**src/rtl/lcd_win_pkg.sv**
```systemverilog
// Shared types and width helper for the LCD image-window controller.
// Command codes and FSM states live here so the bench and the RTL agree on them.
package lcd_win_pkg;

  typedef enum logic [2:0] {
    CMD_REFRESH  = 3'd0,
    CMD_LOAD     = 3'd1,
    CMD_RIGHT    = 3'd2,
    CMD_LEFT     = 3'd3,
    CMD_UP       = 3'd4,
    CMD_DOWN     = 3'd5,
    CMD_MIRROR_H = 3'd6,
    CMD_MIRROR_V = 3'd7
  } cmd_e;

  typedef enum logic [1:0] {
    IDLE = 2'd0,
    LOAD = 2'd1,
    OUT  = 2'd2,
    DONE = 2'd3
  } state_e;

  // Bits needed to hold 0..n-1, never less than one bit.
  function automatic int width_of(input int n);
    return (n <= 1) ? 1 : $clog2(n);
  endfunction

endpackage

```
**src/rtl/lcd_win_addr.sv**
```systemverilog
// Combinational buffer index for the window pixel at (row, col), honouring
// the window origin and the horizontal/vertical mirror flags.
module lcd_win_addr
  import lcd_win_pkg::*;
#(
  parameter int IMG_W = 8,
  parameter int IMG_H = 8,
  parameter int WIN   = 3,
  parameter int OXW   = width_of(IMG_W - WIN + 1),
  parameter int OYW   = width_of(IMG_H - WIN + 1),
  parameter int CW    = width_of(WIN),
  parameter int AW    = width_of(IMG_W * IMG_H)
) (
  input  logic [OXW-1:0] ox,
  input  logic [OYW-1:0] oy,
  input  logic [CW-1:0]  row,
  input  logic [CW-1:0]  col,
  input  logic           mirror_h,
  input  logic           mirror_v,
  output logic [AW-1:0]  idx
);

  logic [AW-1:0] src_col;
  logic [AW-1:0] src_row;

  // All terms stay below IMG_W*IMG_H, so AW-bit unsigned arithmetic never wraps.
  always_comb begin
    src_col = AW'(ox) + (mirror_h ? (AW'(WIN - 1) - AW'(col)) : AW'(col));
    src_row = AW'(oy) + (mirror_v ? (AW'(WIN - 1) - AW'(row)) : AW'(row));
    idx     = src_row * AW'(IMG_W) + src_col;
  end

endmodule

```
**src/rtl/lcd_win_ctrl.sv**
```systemverilog
// Image-window display controller: serial image load, movable/mirrorable
// WIN x WIN window, one window pixel streamed per cycle.
//
// state | meaning
// IDLE  | waiting for a command, busy low
// LOAD  | sampling IMG_W*IMG_H pixels from datain in raster order
// OUT   | registering one window pixel per cycle into dataout
// DONE  | drops output_valid and busy, returns to IDLE
module lcd_win_ctrl
  import lcd_win_pkg::*;
#(
  parameter int DATA_W = 8,
  parameter int IMG_W  = 8,
  parameter int IMG_H  = 8,
  parameter int WIN    = 3
) (
  input  logic              clk,
  input  logic              reset,
  input  logic [DATA_W-1:0] datain,
  input  logic [2:0]        cmd,
  input  logic              cmd_valid,
  output logic [DATA_W-1:0] dataout,
  output logic              output_valid,
  output logic              busy
);

  localparam int NPIX = IMG_W * IMG_H;
  localparam int OXW  = width_of(IMG_W - WIN + 1);
  localparam int OYW  = width_of(IMG_H - WIN + 1);
  localparam int CW   = width_of(WIN);
  localparam int AW   = width_of(NPIX);

  localparam logic [OXW-1:0] OX_MAX = OXW'(IMG_W - WIN);
  localparam logic [OYW-1:0] OY_MAX = OYW'(IMG_H - WIN);
  localparam logic [OXW-1:0] OX_RST = OXW'((IMG_W - WIN) / 2);
  localparam logic [OYW-1:0] OY_RST = OYW'((IMG_H - WIN) / 2);
  localparam logic [CW-1:0]  C_LAST = CW'(WIN - 1);
  localparam logic [AW-1:0]  K_LAST = AW'(NPIX - 1);

  state_e            state, state_d;
  logic [OXW-1:0]    ox;
  logic [OYW-1:0]    oy;
  logic              mirror_h, mirror_v;
  logic [CW-1:0]     row, col;
  logic [AW-1:0]     ld_idx, rd_idx;
  logic [DATA_W-1:0] pix_buf [NPIX];
  logic              accept, ld_last, out_last;

  assign busy     = (state != IDLE);
  assign accept   = (state == IDLE) && cmd_valid;
  assign ld_last  = (ld_idx == K_LAST);
  assign out_last = (row == C_LAST) && (col == C_LAST);

  lcd_win_addr #(
    .IMG_W(IMG_W), .IMG_H(IMG_H), .WIN(WIN),
    .OXW(OXW), .OYW(OYW), .CW(CW), .AW(AW)
  ) u_addr (
    .ox(ox), .oy(oy), .row(row), .col(col),
    .mirror_h(mirror_h), .mirror_v(mirror_v), .idx(rd_idx)
  );

  always_ff @(posedge clk or posedge reset) begin
    if (reset) state <= IDLE;
    else       state <= state_d;
  end

  always_comb begin
    state_d = state;
    case (state)
      IDLE:    if (accept) state_d = (cmd_e'(cmd) == CMD_LOAD) ? LOAD : OUT;
      LOAD:    if (ld_last) state_d = OUT;
      OUT:     if (out_last) state_d = DONE;
      DONE:    state_d = IDLE;
      default: state_d = IDLE;
    endcase
  end

  always_ff @(posedge clk or posedge reset) begin
    if (reset) begin
      ox           <= OX_RST;
      oy           <= OY_RST;
      mirror_h     <= 1'b0;
      mirror_v     <= 1'b0;
      row          <= '0;
      col          <= '0;
      ld_idx       <= '0;
      dataout      <= '0;
      output_valid <= 1'b0;
    end else begin
      output_valid <= (state == OUT);
      if (state == OUT) dataout <= pix_buf[rd_idx];
      case (state)
        IDLE: if (accept) begin
          row    <= '0;
          col    <= '0;
          ld_idx <= '0;
          case (cmd_e'(cmd))
            CMD_REFRESH:  ;
            CMD_LOAD: begin
              ox       <= OX_RST;
              oy       <= OY_RST;
              mirror_h <= 1'b0;
              mirror_v <= 1'b0;
            end
            CMD_RIGHT:    if (ox != OX_MAX) ox <= ox + 1'b1;
            CMD_LEFT:     if (ox != '0)     ox <= ox - 1'b1;
            CMD_UP:       if (oy != '0)     oy <= oy - 1'b1;
            CMD_DOWN:     if (oy != OY_MAX) oy <= oy + 1'b1;
            CMD_MIRROR_H: mirror_h <= ~mirror_h;
            CMD_MIRROR_V: mirror_v <= ~mirror_v;
          endcase
        end
        LOAD: ld_idx <= ld_idx + 1'b1;
        OUT: begin
          if (col == C_LAST) begin
            col <= '0;
            row <= row + 1'b1;
          end else begin
            col <= col + 1'b1;
          end
        end
        default: ;
      endcase
    end
  end

  always_ff @(posedge clk or posedge reset) begin
    if (reset) begin
      for (int i = 0; i < NPIX; i++) pix_buf[i] <= '0;
    end else if (state == LOAD) begin
      pix_buf[ld_idx] <= datain;
    end
  end

endmodule

```
**config.mk**
```make
export PLATFORM = sky130hd
export DESIGN_NAME = lcd_win_ctrl
export DESIGN_NICKNAME = d
export VERILOG_FILES = /design/src/rtl/lcd_win_pkg.sv /design/src/rtl/lcd_win_addr.sv /design/src/rtl/lcd_win_ctrl.sv
export SDC_FILE = /design/constraint.sdc
export NUM_CORES = 1
export LEC_CHECK = 0
export CORE_MARGIN = 1
export CORE_UTILIZATION = 40
export CTS_BUF_LIST = sky130_fd_sc_hd__clkbuf_8 sky130_fd_sc_hd__clkbuf_16
export DETAILED_ROUTE_END_ITERATION = 8
export SLEW_MARGIN = 10
export SYNTH_ARGS = -nofsm -noshare
export SYNTH_HDL_FRONTEND = slang
export SYNTH_SLANG_ARGS = --single-unit
```
**constraint.sdc**
```tcl
create_clock -name clk -period 21.7 [get_ports clk]
set_input_delay 5.425 -clock clk [delete_from_list [all_inputs] [get_ports clk]]
set_output_delay 5.425 -clock clk [all_outputs]
set_load 0.02 [all_outputs]
```
==> out/metrics.csv, run 1 <==
stage,metric,value,unit
global_routing,grt_pass1_wl,99.7,mm
detailed_routing,drtIter0Drc,1130,
setup_path,path_class,input pin to async pin,
cts,postCtsSetupBuffers,0,
sta,post-route-period-util,35.8,%
floorplan,core_area,0.0633,sq mm
synthesis,yosys_most_used_dff,dfrtp_1,
synthesis,synth.distinct_cells,55,
setup_path,r2r_start,col[0],
sta,max_freq,129,MHz
final_layout,drive_gt1_share,43.7,%
setup_path,critPathMaxFanout,130,
detailed_routing,wl,63.7,mm
global_routing,overflow,0,
place,io_buffers,23,
global_routing,grt_usage,19.8,%
floorplan,initial_core_util,40.6,%
setup_path,reg2regPathDepth,12,
synthesis,synth-edff-count,0,
synthesis,synthCells,1762,
detailed_routing,drt-vias-per-instance,5.73,
place,gp_congestion,0.791,
setup_path,r2r_end,dataout[1],
sta,finalSetupViolCount,0,
sta,drv_slew,0,
sta,rsz0062_at_grt,no,
sta,timing.final.ws_setup,13.94,ns
place,place_inst,2527,
place,place_worst_setup_slack,13.18,ns
sta,holdWs,0.497,ns
floorplan,row_count,92,
setup_path,worstPathArrival,8.42,ns
global_routing,grt_max_degree,131,
setup_path,startpoint_type,input pin,
cts,root_buffer,clkbuf_16,
synthesis,yosysSeqAreaShare,52.6,%
cts,cts_resized,0,
synthesis,postSynthAreaPerCell,14.6,sq um
sta,totalNegativeSetupSlack,0,ns
final_layout,finalNonFillerCells,2631,
sta,finClkSkew,0.0223,ns
cts,cts_tree,built,
detailed_routing,via_count,15100,
min_path,min_to,pix_buf[495],
min_path,min_path_cells,1,
outcome,status,"complete, no violations",
floorplan,boundaryPins,24,
power_and_ir_drop,cellLeakagePower,0.0130,uW
min_path,hp-class,flip-flop to flip-flop,
cts,cts_sinks,541,
floorplan,die-area,0.0653,sq mm
detailed_routing,drc,0,
detailed_routing,drt-pass1-iter-count,5,
synthesis,synthArstFlopShare,100,%
detailed_routing,wl_met1,29.9,mm
detailed_routing,ant_nets,0,
sta,hold_viol,0,
setup_path,required,22.36,ns
detailed_routing,wl_met2,29.6,mm
sta,slew_headroom,21.7,%
floorplan,die_h,256,um
run,maxCapViolations,0,
setup_path,critPathCaptureType,async pin,
floorplan,die_w,256,um
power_and_ir_drop,peakVddDrop,0.142,mV
power_and_ir_drop,power_density,136,mW/mm^2
global_routing,grt_pass1_vias,15800,
min_path,hold_start,pix_buf[495],
final_layout,fillers,5671,
cts,cts.clk_slew.worst_paths,0.06,ns
synthesis,yosys_warnings,0,
synthesis,syn-num-nets,1796,
setup_path,r2r_setup_slack,15.98,ns
cts,numCtsBuffers,58,
final_layout,areaGrowthSynthToFinish,11.2,%
detailed_routing,wire_per_inst,24.2,um
global_routing,antenna_found_initial,0,
place,dp_hpwl,38.5,mm
synthesis,synth_seq_cells,541,
final_layout,layout.nets,1775,
synthesis,synth_area,0.0257,sq mm
sta,fin_crit,7.76,ns
detailed_routing,top_layer,met4,
cts,clockBufferDepth,3,
final_layout,post-route-util,45.2,%
cts,clkLatencyLatePin,0.63,ns
cts,cts_max_level,2,
sta,tightestPinTransition,1.17,ns
cts,ctsHoldBuffers,0,
detailed_routing,met3_length,2.81,mm
## metal layers
| metal | up-vias | track usage [%] |
|---|---|---|
| li1 | 6509 | - |
| met1 | 8122 | 29.2 |
| met2 | 346 | 30.8 |
| met3 | 96 | 2.58 |
| met4 | 0 | 5.61 |
| met5 | - | 0 |
## layout make-up
cell class | instances | area [sq um] | area share, %
sequential | 541 | 13500 | 47.3
multi-input combinational | 1066 | 11600 | 40.5
clock buffer | 70 | 1620 | 5.65
tap | 846 | 1060 | 3.70
timing repair buffer | 53 | 415 | 1.45
clock inverter | 33 | 302 | 1.05
inverter | 21 | 86.3 | 0.302
antenna | 1 | 2.50 | 0.00875
## registers in the layout (all words and copies together) (netlist names)
signal and count:
pix_buf 512, state 2, dataout 8, ld_idx 6
col 2, mirror_v 1, mirror_h 1, oy 3
ox 3, row 2, output_valid 1
## per-stage QoR
stage	total power, uW	instance area (sq um)
floorplan	2390	25700
global placement	2890	26700
detailed placement	2910	26700
CTS	3920	28600
global route	4060	28600
finish	3880	28600
## cell families (layout without fill, tap and decap cells)
group                    Yosys count  after routing  synth area share, %
adder cells (fa/ha/maj)           20             20                 1.09
AND/OR/NAND/NOR                  216            216                 4.23
XOR/XNOR                           9              9                0.336
multiplexers                     717            717                 36.0
AO/OA/AOI/OAI                    104            104                 3.10
buffers and inverters            155            177                 2.56
other                              0              1                    0
flip-flops                       541            541                 52.6
## Yosys cell counts, drive strengths merged, types with 12 or more instances
| library cell | number | area [sq um] |
|---|---|---|
| dfrtp | 539 | 13500 |
| mux2 | 521 | 5870 |
| mux4 | 115 | 2590 |
| mux2i | 81 | 811 |
| clkbuf | 79 | 297 |
| nand2 | 59 | 224 |
| buf | 55 | 283 |
| nor2 | 49 | 184 |
| and3 | 38 | 238 |
| a211o | 23 | 201 |
| inv | 21 | 78.8 |
| a211oi | 16 | 120 |
| ha | 16 | 200 |
| nand3 | 15 | 75.1 |
| o2111ai | 14 | 123 |
| o21ai | 13 | 65.1 |
| nor3 | 12 | 65.1 |
## layout by cell type (no fill, tap or decap), types with 3 or more instances in the layout
cell type          n
a211o_1           23
a211oi_1          16
a21o_1             4
a21oi_1            5
a22o_1             3
a31oi_1            4
and3_1            38
buf_2              8
buf_4             30
bufinv_16          5
clkbuf_16         58
clkbuf_8          12
clkdlybuf4s50_1   15
clkinv_2          10
dfrtp_1          539
fa_1               3
ha_1              15
inv_1             35
mux2_2           521
mux2i_1           81
mux4_2           115
nand2_1           58
nand2b_1           7
nand3_1           15
nand3b_1           4
nand4_1           10
nor2_1            49
nor2b_1            3
nor3_1             8
nor3_2             4
nor3b_1            3
o2111ai_1         14
o211ai_1          10
o21ai_0           12
o221ai_1           4
or3_1              4
xnor2_1            4
xor2_1             3
## report_power, final
part / internal (uW) / switching [uW]
Clock: 584 / 409
Sequential: 1080 / 60.4
Combinational: 754 / 986
## critical path, cell delays in order
cell             delay [ns]
clkdlybuf4s50_1        0.49
inv_8                  0.65
buf_4                  0.90
buf_4                  0.72
## worst max-delay path by stage
stage | from | slack [ns] | end
floorplan | reset | 1.16 | col[0]
global placement | reset | 13.28 | pix_buf[136]
finish | reset | 13.94 | pix_buf[135]
CTS | reset | 13.84 | pix_buf[136]
global route | reset | 13.48 | pix_buf[154]
detailed placement | reset | 13.18 | pix_buf[152]
No activity file was read; power rests on OpenSTA's default activity.
==> inputs of run 2 (changes only) <==
- clock period: 21.7 -> 7 ns (I/O delays scaled with it)
==> run 2 against run 1 <==
Against the previous run:
- worst setup slack worse by 12 ns
- die area did not move
- total power grew to 3.1 times the previous value
- worst hold slack better by 0.00063 ns
- combinational power rose to 3.1 times the previous value
- sequential cell count unchanged
- cell count fell by 0.34%
- critical path type is now flip-flop to flip-flop
- largest cell class unchanged
==> out/metrics.csv, run 2 (synthesis gave the netlist of run 1 again) <==
stage,metric,value,unit,change
setup_path,crit_path_frequent_cell,o211ai_1,,was buf_4
cts,clockBufferDepth,3,,unchanged
sta,tightestPinTransition,1.24,ns,was 1.17 ns
min_path,hold_start,pix_buf[97],,was pix_buf[495]
cts,postCtsSetupBuffers,0,,unchanged
min_path,min_path_cells,1,,unchanged
floorplan,boundaryPins,24,,unchanged
global_routing,grt_max_degree,170,,was 131
global_routing,grt_usage,20.0,%,was 19.8%
global_routing,grt_pass1_wl,99.8,mm,was 99.7 mm
sta,rsz0062_at_grt,no,,unchanged
detailed_routing,drt-vias-per-instance,5.69,,was 5.73
detailed_routing,ant_nets,0,,unchanged
cts,cts.clk_slew.worst_paths,0.06,ns,about the same
sta,max_freq,211,MHz,
power_and_ir_drop,seqPwrFrac,29.8,%,was 29.5%
setup_path,worstPathArrival,5.23,ns,was 8.42 ns
final_layout,final_common_cell,dfrtp_1,,unchanged
min_path,hp-class,flip-flop to flip-flop,,unchanged
setup_path,r2r_setup_slack,2.26,ns,was 15.98 ns
cts,cts_tree,built,,unchanged
global_routing,grt_pass1_vias,15800,,about the same
setup_path,startpoint_type,flip-flop,,was input pin
power_and_ir_drop,comb_power_share,45.2,%,was 44.9%
floorplan,core_area,0.0633,sq mm,unchanged
place,dp_hpwl,39.3,mm,was 38.5 mm
run,maxCapViolations,0,,unchanged
sta,hold_viol,0,,unchanged
final_layout,top_regs,"pix_buf: 512 flops, dataout: 8 flops, ld_idx: 6 flops",,unchanged
outcome,status,"complete, no violations",,unchanged
setup_path,critPathMaxFanout,52,,was 130
final_layout,regMostFlops,pix_buf,,unchanged
floorplan,die_w,256,um,unchanged
final_layout,largest_reg_flops,512,,unchanged
setup_path,required,7.49,ns,was 22.36 ns
place,io_buffers,23,,unchanged
sta,finClkSkew,0.0238,ns,was 0.0223 ns
min_path,min_to,pix_buf[97],,was pix_buf[495]
detailed_routing,wl,64.0,mm,was 63.7 mm
detailed_routing,via_count,14900,,was 15100
sta,fin_crit,4.74,ns,
cts,cts_sinks,541,,unchanged
sta,drv_slew,0,,unchanged
power_and_ir_drop,finalPower,11900,uW,was 3880 uW
cts,root_buffer,clkbuf_16,,unchanged
floorplan,die_h,256,um,unchanged
setup_path,critPathCaptureType,flip-flop,,was async pin
floorplan,die-area,0.0653,sq mm,unchanged
detailed_routing,drt-pass1-iter-count,5,,unchanged
power_and_ir_drop,power_density,417,mW/mm^2,was 136 mW/mm^2
sta,slew_headroom,17.4,%,was 21.7%
cts,clkLatencyLatePin,0.63,ns,about the same
cts,cts_max_level,2,,unchanged
power_and_ir_drop,p_sw_share,37.5,%,about the same
global_routing,overflow,0,,unchanged
setup_path,timing.critical_path.buf_inv,2,,was 4
power_and_ir_drop,cellLeakagePower,0.0129,uW,was 0.0130 uW
setup_path,r2r_end,dataout[7],,was dataout[1]
setup_path,critPathTopFamily,adder cells,,was buffers and inverters
power_and_ir_drop,p_sw,4450,uW,was 1460 uW
sta,finalSetupViolCount,0,,unchanged
final_layout,layout.nets,1769,,was 1775
setup_path,r2r_start,col[0],,unchanged
floorplan,row_count,92,,unchanged
cts,numCtsBuffers,58,,unchanged
place,place_worst_setup_slack,2.31,ns,was 13.18 ns
global_routing,antenna_found_initial,1,,was 0
sta,post-route-period-util,67.7,%,
setup_path,reg2regPathDepth,10,,was 12
detailed_routing,drtIter0Drc,1076,,was 1130
cts,ctsHoldBuffers,0,,unchanged
sta,timing.final.ws_setup,2.26,ns,was 13.94 ns
setup_path,slowest_stage,fa_4,,was buf_4
final_layout,areaGrowthSynthToFinish,10.9,%,was 11.2%
power_and_ir_drop,clkPwrFrac,25.0,%,was 25.6%
power_and_ir_drop,peakVddDrop,0.432,mV,was 0.142 mV
final_layout,antenna_cells,0,,was 1
place,gp_congestion,0.806,,was 0.791
setup_path,worstPathCellList,inv_1 > ha_1 > mux2i_1 > fa_4 > buf_4 > mux4_2 > o211ai_1 > o211ai_1 > a221oi_1 > o221ai_1,,was clkdlybuf4s50_1 > inv_8 > buf_4 > buf_4
cts,cts_resized,0,,unchanged
setup_path,path_class,flip-flop to flip-flop,,was input pin to async pin
floorplan,initial_core_util,40.6,%,unchanged
final_layout,most-common-layout-cells,"dfrtp_1, mux2_2, mux4_2",,unchanged
detailed_routing,drc,0,,unchanged
power_and_ir_drop,p_int,7430,uW,was 2420 uW
setup_path,critPathMaxStageDelay,1.47,ns,was 0.90 ns
detailed_routing,wire_per_inst,24.4,um,was 24.2 um
final_layout,drive_gt1_share,43.4,%,was 43.7%
## run 2: cell count changes in the layout (fill, tap and decap cells not counted), sizes merged
cell,change
buf,-6
bufinv,-2
clkbuf,-2
clkinv,-1
clkinvlp,+2
diode,-1
inv,+1
## run 2: final cells by class
type                    count  area [sq um]
fillers                  5664         34800
flip-flops and latches    541         13500
multi-input cells        1066         11600
clock buffers              68          1590
well taps                 846          1060
repair buffers             47           433
clock inverters            33           241
inverters                  21          82.6
## run 2: power groups by stage
stage	Sequential (uW)	Clock (uW)	Combinational, uW
floorplan	3540	0	3880
global placement	3580	0	5370
detailed placement	3590	0	5420
CTS	3540	3050	5420
global route	3580	3170	5710
finish	3550	2970	5370
## run 2: worst max-delay path by stage
stage	startpoint	depth (start not counted)	slack [ns]	end
after detailed placement	col[0]	10	2.31	dataout[7]
after global placement	col[0]	11	2.37	dataout[7]
after global routing	col[0]	11	2.15	dataout[7]
final	col[0]	10	2.26	dataout[7]
after floorplan	reset	1	-2.11	col[0]
after CTS	col[0]	11	2.33	dataout[7]
## run 2: through the flow
| stage | hold WS (ns) | instance area (sq um) | utilization [%] | TNS, ns | cells |
|---|---|---|---|---|---|
| detailed placement | 0.488 | 26700 | 42.2 | 0 | 2521 |
| CTS | 0.502 | 28500 | 45.1 | 0 | 2622 |
| floorplan | 0.474 | 25700 | - | -1135.40 | 1762 |
| global placement | 0.481 | 26700 | 42.2 | 0 | 2521 |
| finish | 0.498 | 28500 | 45.1 | 0 | 2622 |
| global route | 0.507 | 28500 | 45.1 | 0 | 2622 |
## run 2: routing by layer
metal / up-vias / part of all wire [%] / GRT usage (%)
met5: - / 0 / 0
met4: 0 / 2.6 / 6.07
met3: 97 / 5.5 / 4.04
met2: 332 / 47 / 31.4
met1: 8005 / 45 / 28.0
li1: 6487 / - / -
==> inputs of run 3 (changes only) <==
- clock period: 7 -> 4.9 ns (I/O delays scaled with it)
==> run 3 against run 2 <==
Against the previous run:
- combinational power up 47%
- clock power rose by 52%
- via count up 1.5%
- worst hold slack improved by 0.0015 ns
- core utilization up 0.63 points
- routed wire length is 2.3% higher
- maximum frequency rose by 13%
- sequential share of layout area down 0.65 points
- critical path depth increased by 1
- worst setup slack worse by 1.6 ns
- total power is 47% higher
- critical path type unchanged
==> out/metrics.csv, run 3 (synthesis gave the netlist of run 1 again) <==
stage,metric,value,unit,change
sta,drv_slew,0,,unchanged
cts,postCtsSetupBuffers,0,,unchanged
sta,fin_crit,4.19,ns,was 4.74 ns
floorplan,boundaryPins,24,,unchanged
global_routing,grt_max_degree,94,,was 170
sta,rsz0062_at_grt,no,,unchanged
outcome,status,"complete, no violations",,unchanged
setup_path,slowest_stage,fa_4,,unchanged
global_routing,antenna_found_initial,2,,was 1
cts,clkLatencyLatePin,0.62,ns,was 0.63 ns
power_and_ir_drop,cellLeakagePower,0.0131,uW,was 0.0129 uW
power_and_ir_drop,p_sw_share,37.1,%,was 37.5%
global_routing,grt_usage,20.4,%,was 20.0%
floorplan,die-area,0.0653,sq mm,unchanged
power_and_ir_drop,peakVddDrop,0.586,mV,was 0.432 mV
detailed_routing,wl,65.4,mm,was 64.0 mm
final_layout,top_regs,"pix_buf: 512 flops, dataout: 8 flops, ld_idx: 6 flops",,unchanged
sta,holdWs,0.500,ns,was 0.498 ns
min_path,hp-class,flip-flop to flip-flop,,unchanged
place,placedInstanceArea,0.0269,sq mm,was 0.0267 sq mm
floorplan,initial_core_util,40.6,%,unchanged
cts,cts_sinks,541,,unchanged
cts,cts_resized,0,,unchanged
final_layout,largest_reg_flops,512,,unchanged
sta,slew_headroom,31.0,%,was 17.4%
sta,finClkSkew,0.0180,ns,was 0.0238 ns
sta,hold_viol,0,,unchanged
final_layout,final_cell_area,0.0289,sq mm,was 0.0285 sq mm
setup_path,crit_path_frequent_cell,mux2i_1,,was o211ai_1
global_routing,overflow,0,,unchanged
power_and_ir_drop,p_sw,6480,uW,was 4450 uW
final_layout,layout.nets,1787,,was 1769
detailed_routing,ant_nets,0,,unchanged
detailed_routing,drtIter0Drc,1159,,was 1076
final_layout,regMostFlops,pix_buf,,unchanged
power_and_ir_drop,finalPower,17500,uW,was 11900 uW
sta,max_freq,238,MHz,was 211 MHz
detailed_routing,drc,0,,unchanged
final_layout,finalNonFillerCells,2643,,was 2622
detailed_routing,drt-vias-per-instance,5.73,,was 5.69
cts,numCtsBuffers,58,,unchanged
setup_path,startpoint_type,flip-flop,,unchanged
place,io_buffers,23,,unchanged
power_and_ir_drop,comb_power_share,45.3,%,was 45.2%
setup_path,critPathCaptureType,flip-flop,,unchanged
place,dp_hpwl,41.9,mm,was 39.3 mm
run,maxCapViolations,0,,unchanged
cts,ctsHoldBuffers,0,,unchanged
final_layout,antenna_cells,0,,unchanged
floorplan,die_w,256,um,unchanged
final_layout,most-common-layout-cells,"dfrtp_1, mux2_2, mux4_2",,unchanged
floorplan,die_h,256,um,unchanged
power_and_ir_drop,clkPwrFrac,25.7,%,was 25.0%
cts,cts_max_level,2,,unchanged
cts,clockBufferDepth,3,,unchanged
detailed_routing,wire_per_inst,24.7,um,was 24.4 um
cts,root_buffer,clkbuf_16,,unchanged
setup_path,required,5.42,ns,was 7.49 ns
global_routing,grt_pass1_vias,16000,,was 15800
power_and_ir_drop,p_int,11000,uW,was 7430 uW
global_routing,grt_pass1_wl,102,mm,was 99.8 mm
setup_path,worstPathArrival,4.72,ns,was 5.23 ns
floorplan,row_count,92,,unchanged
sta,finalSetupViolCount,0,,unchanged
detailed_routing,drt-pass1-iter-count,5,,unchanged
setup_path,path_class,flip-flop to flip-flop,,unchanged
setup_path,critPathMaxFanout,66,,was 52
cts,cts_tree,built,,unchanged
power_and_ir_drop,seqPwrFrac,29.0,%,was 29.8%
detailed_routing,via_count,15100,,was 14900
cts,cts.clk_slew.worst_paths,0.06,ns,about the same
power_and_ir_drop,power_density,604,mW/mm^2,was 417 mW/mm^2
sta,post-route-period-util,85.6,%,was 67.7%
final_layout,areaGrowthSynthToFinish,12.4,%,was 10.9%
place,gp_congestion,0.807,,was 0.806
final_layout,drive_gt1_share,44.4,%,was 43.4%
place,place_inst,2539,,was 2521
setup_path,critPathMaxStageDelay,1.20,ns,was 1.47 ns
floorplan,core_area,0.0633,sq mm,unchanged
final_layout,final_common_cell,dfrtp_1,,unchanged
sta,tightestPinTransition,1.03,ns,was 1.24 ns
setup_path,worstPathCellList,inv_1 > ha_1 > mux2i_1 > fa_4 > buf_12 > mux2i_1 > mux4_2 > and3_1 > a211oi_1 > o211ai_1 > o2111ai_1,,was inv_1 > ha_1 > mux2i_1 > fa_4 > buf_4 > mux4_2 > o211ai_1 > o211ai_1 > a221oi_1 > o221ai_1
## run 3: cell count changes in the layout (fill, tap and decap cells not counted)
cell and change:
clkbuf_8 +6, buf_4 +9, clkinv_4 +2, clkinvlp_4 +3, clkinv_8 -1, bufinv_16 +2, clkbuf_16 +1, inv_1 -6
clkinv_2 -4, buf_12 +9
## run 3: metal layers
| layer | vias to the layer above | track usage (%) | part of all wire (%) |
|---|---|---|---|
| li1 | 6546 | - | - |
| met1 | 8179 | 29.0 | 46 |
| met2 | 326 | 32.6 | 47 |
| met3 | 88 | 3.45 | 4.8 |
| met4 | 0 | 5.04 | 2.1 |
| met5 | - | 0 | 0 |
## run 3: power by group through the flow
| stage | Sequential, uW | Clock, uW | Combinational (uW) |
|---|---|---|---|
| 2_1_floorplan | 5060 | 0 | 5540 |
| 3_3_place_gp | 5120 | 0 | 7890 |
| 3_5_place_dp | 5140 | 0 | 7960 |
| 4_1_cts | 5060 | 4600 | 7980 |
| 5_1_grt | 5110 | 4770 | 8370 |
| 6_report | 5070 | 4500 | 7910 |
## run 3: final timing paths
check	from	to	slack [ns]	cells after the start
min in group asynchronous	reset	pix_buf[116]	1.15	2
hold / removal	pix_buf[411]	pix_buf[411]	0.50	1
hold reg to reg	pix_buf[411]	pix_buf[411]	0.50	1
setup reg to reg	col[0]	dataout[0]	0.71	11
max in group asynchronous	reset	pix_buf[351]	2.76	4
setup / recovery	col[0]	dataout[0]	0.71	11
## run 3: worst max-delay path: cells and delay by family, from the launching register on
kind                     cells  cell delay, ns
AND/OR/NAND/NOR              1            0.20
buffers and inverters        2            0.54
flip-flops                   1            0.45
multiplexers                 3            0.76
adder cells (fa/ha/maj)      2            1.50
AO/OA/AOI/OAI                3            0.60
## run 3: final cells by class
cell class	count	area [sq um]
clock buffers	75	1700
clock inverters	29	283
fillers	5553	34400
inverters	21	82.6
multi-input cells	1066	11600
flip-flops and latches	541	13500
well taps	846	1060
repair buffers	65	681
## run 3: per-stage QoR
step	setup TNS (ns)	worst slack, ns	utilization [%]
after floorplan	-1987.48	-3.68	-
after global placement	0	0.753	42.6
after detailed placement	0	0.649	42.6
after CTS	0	0.648	45.7
after global routing	0	0.453	45.7
final	0	0.707	45.7
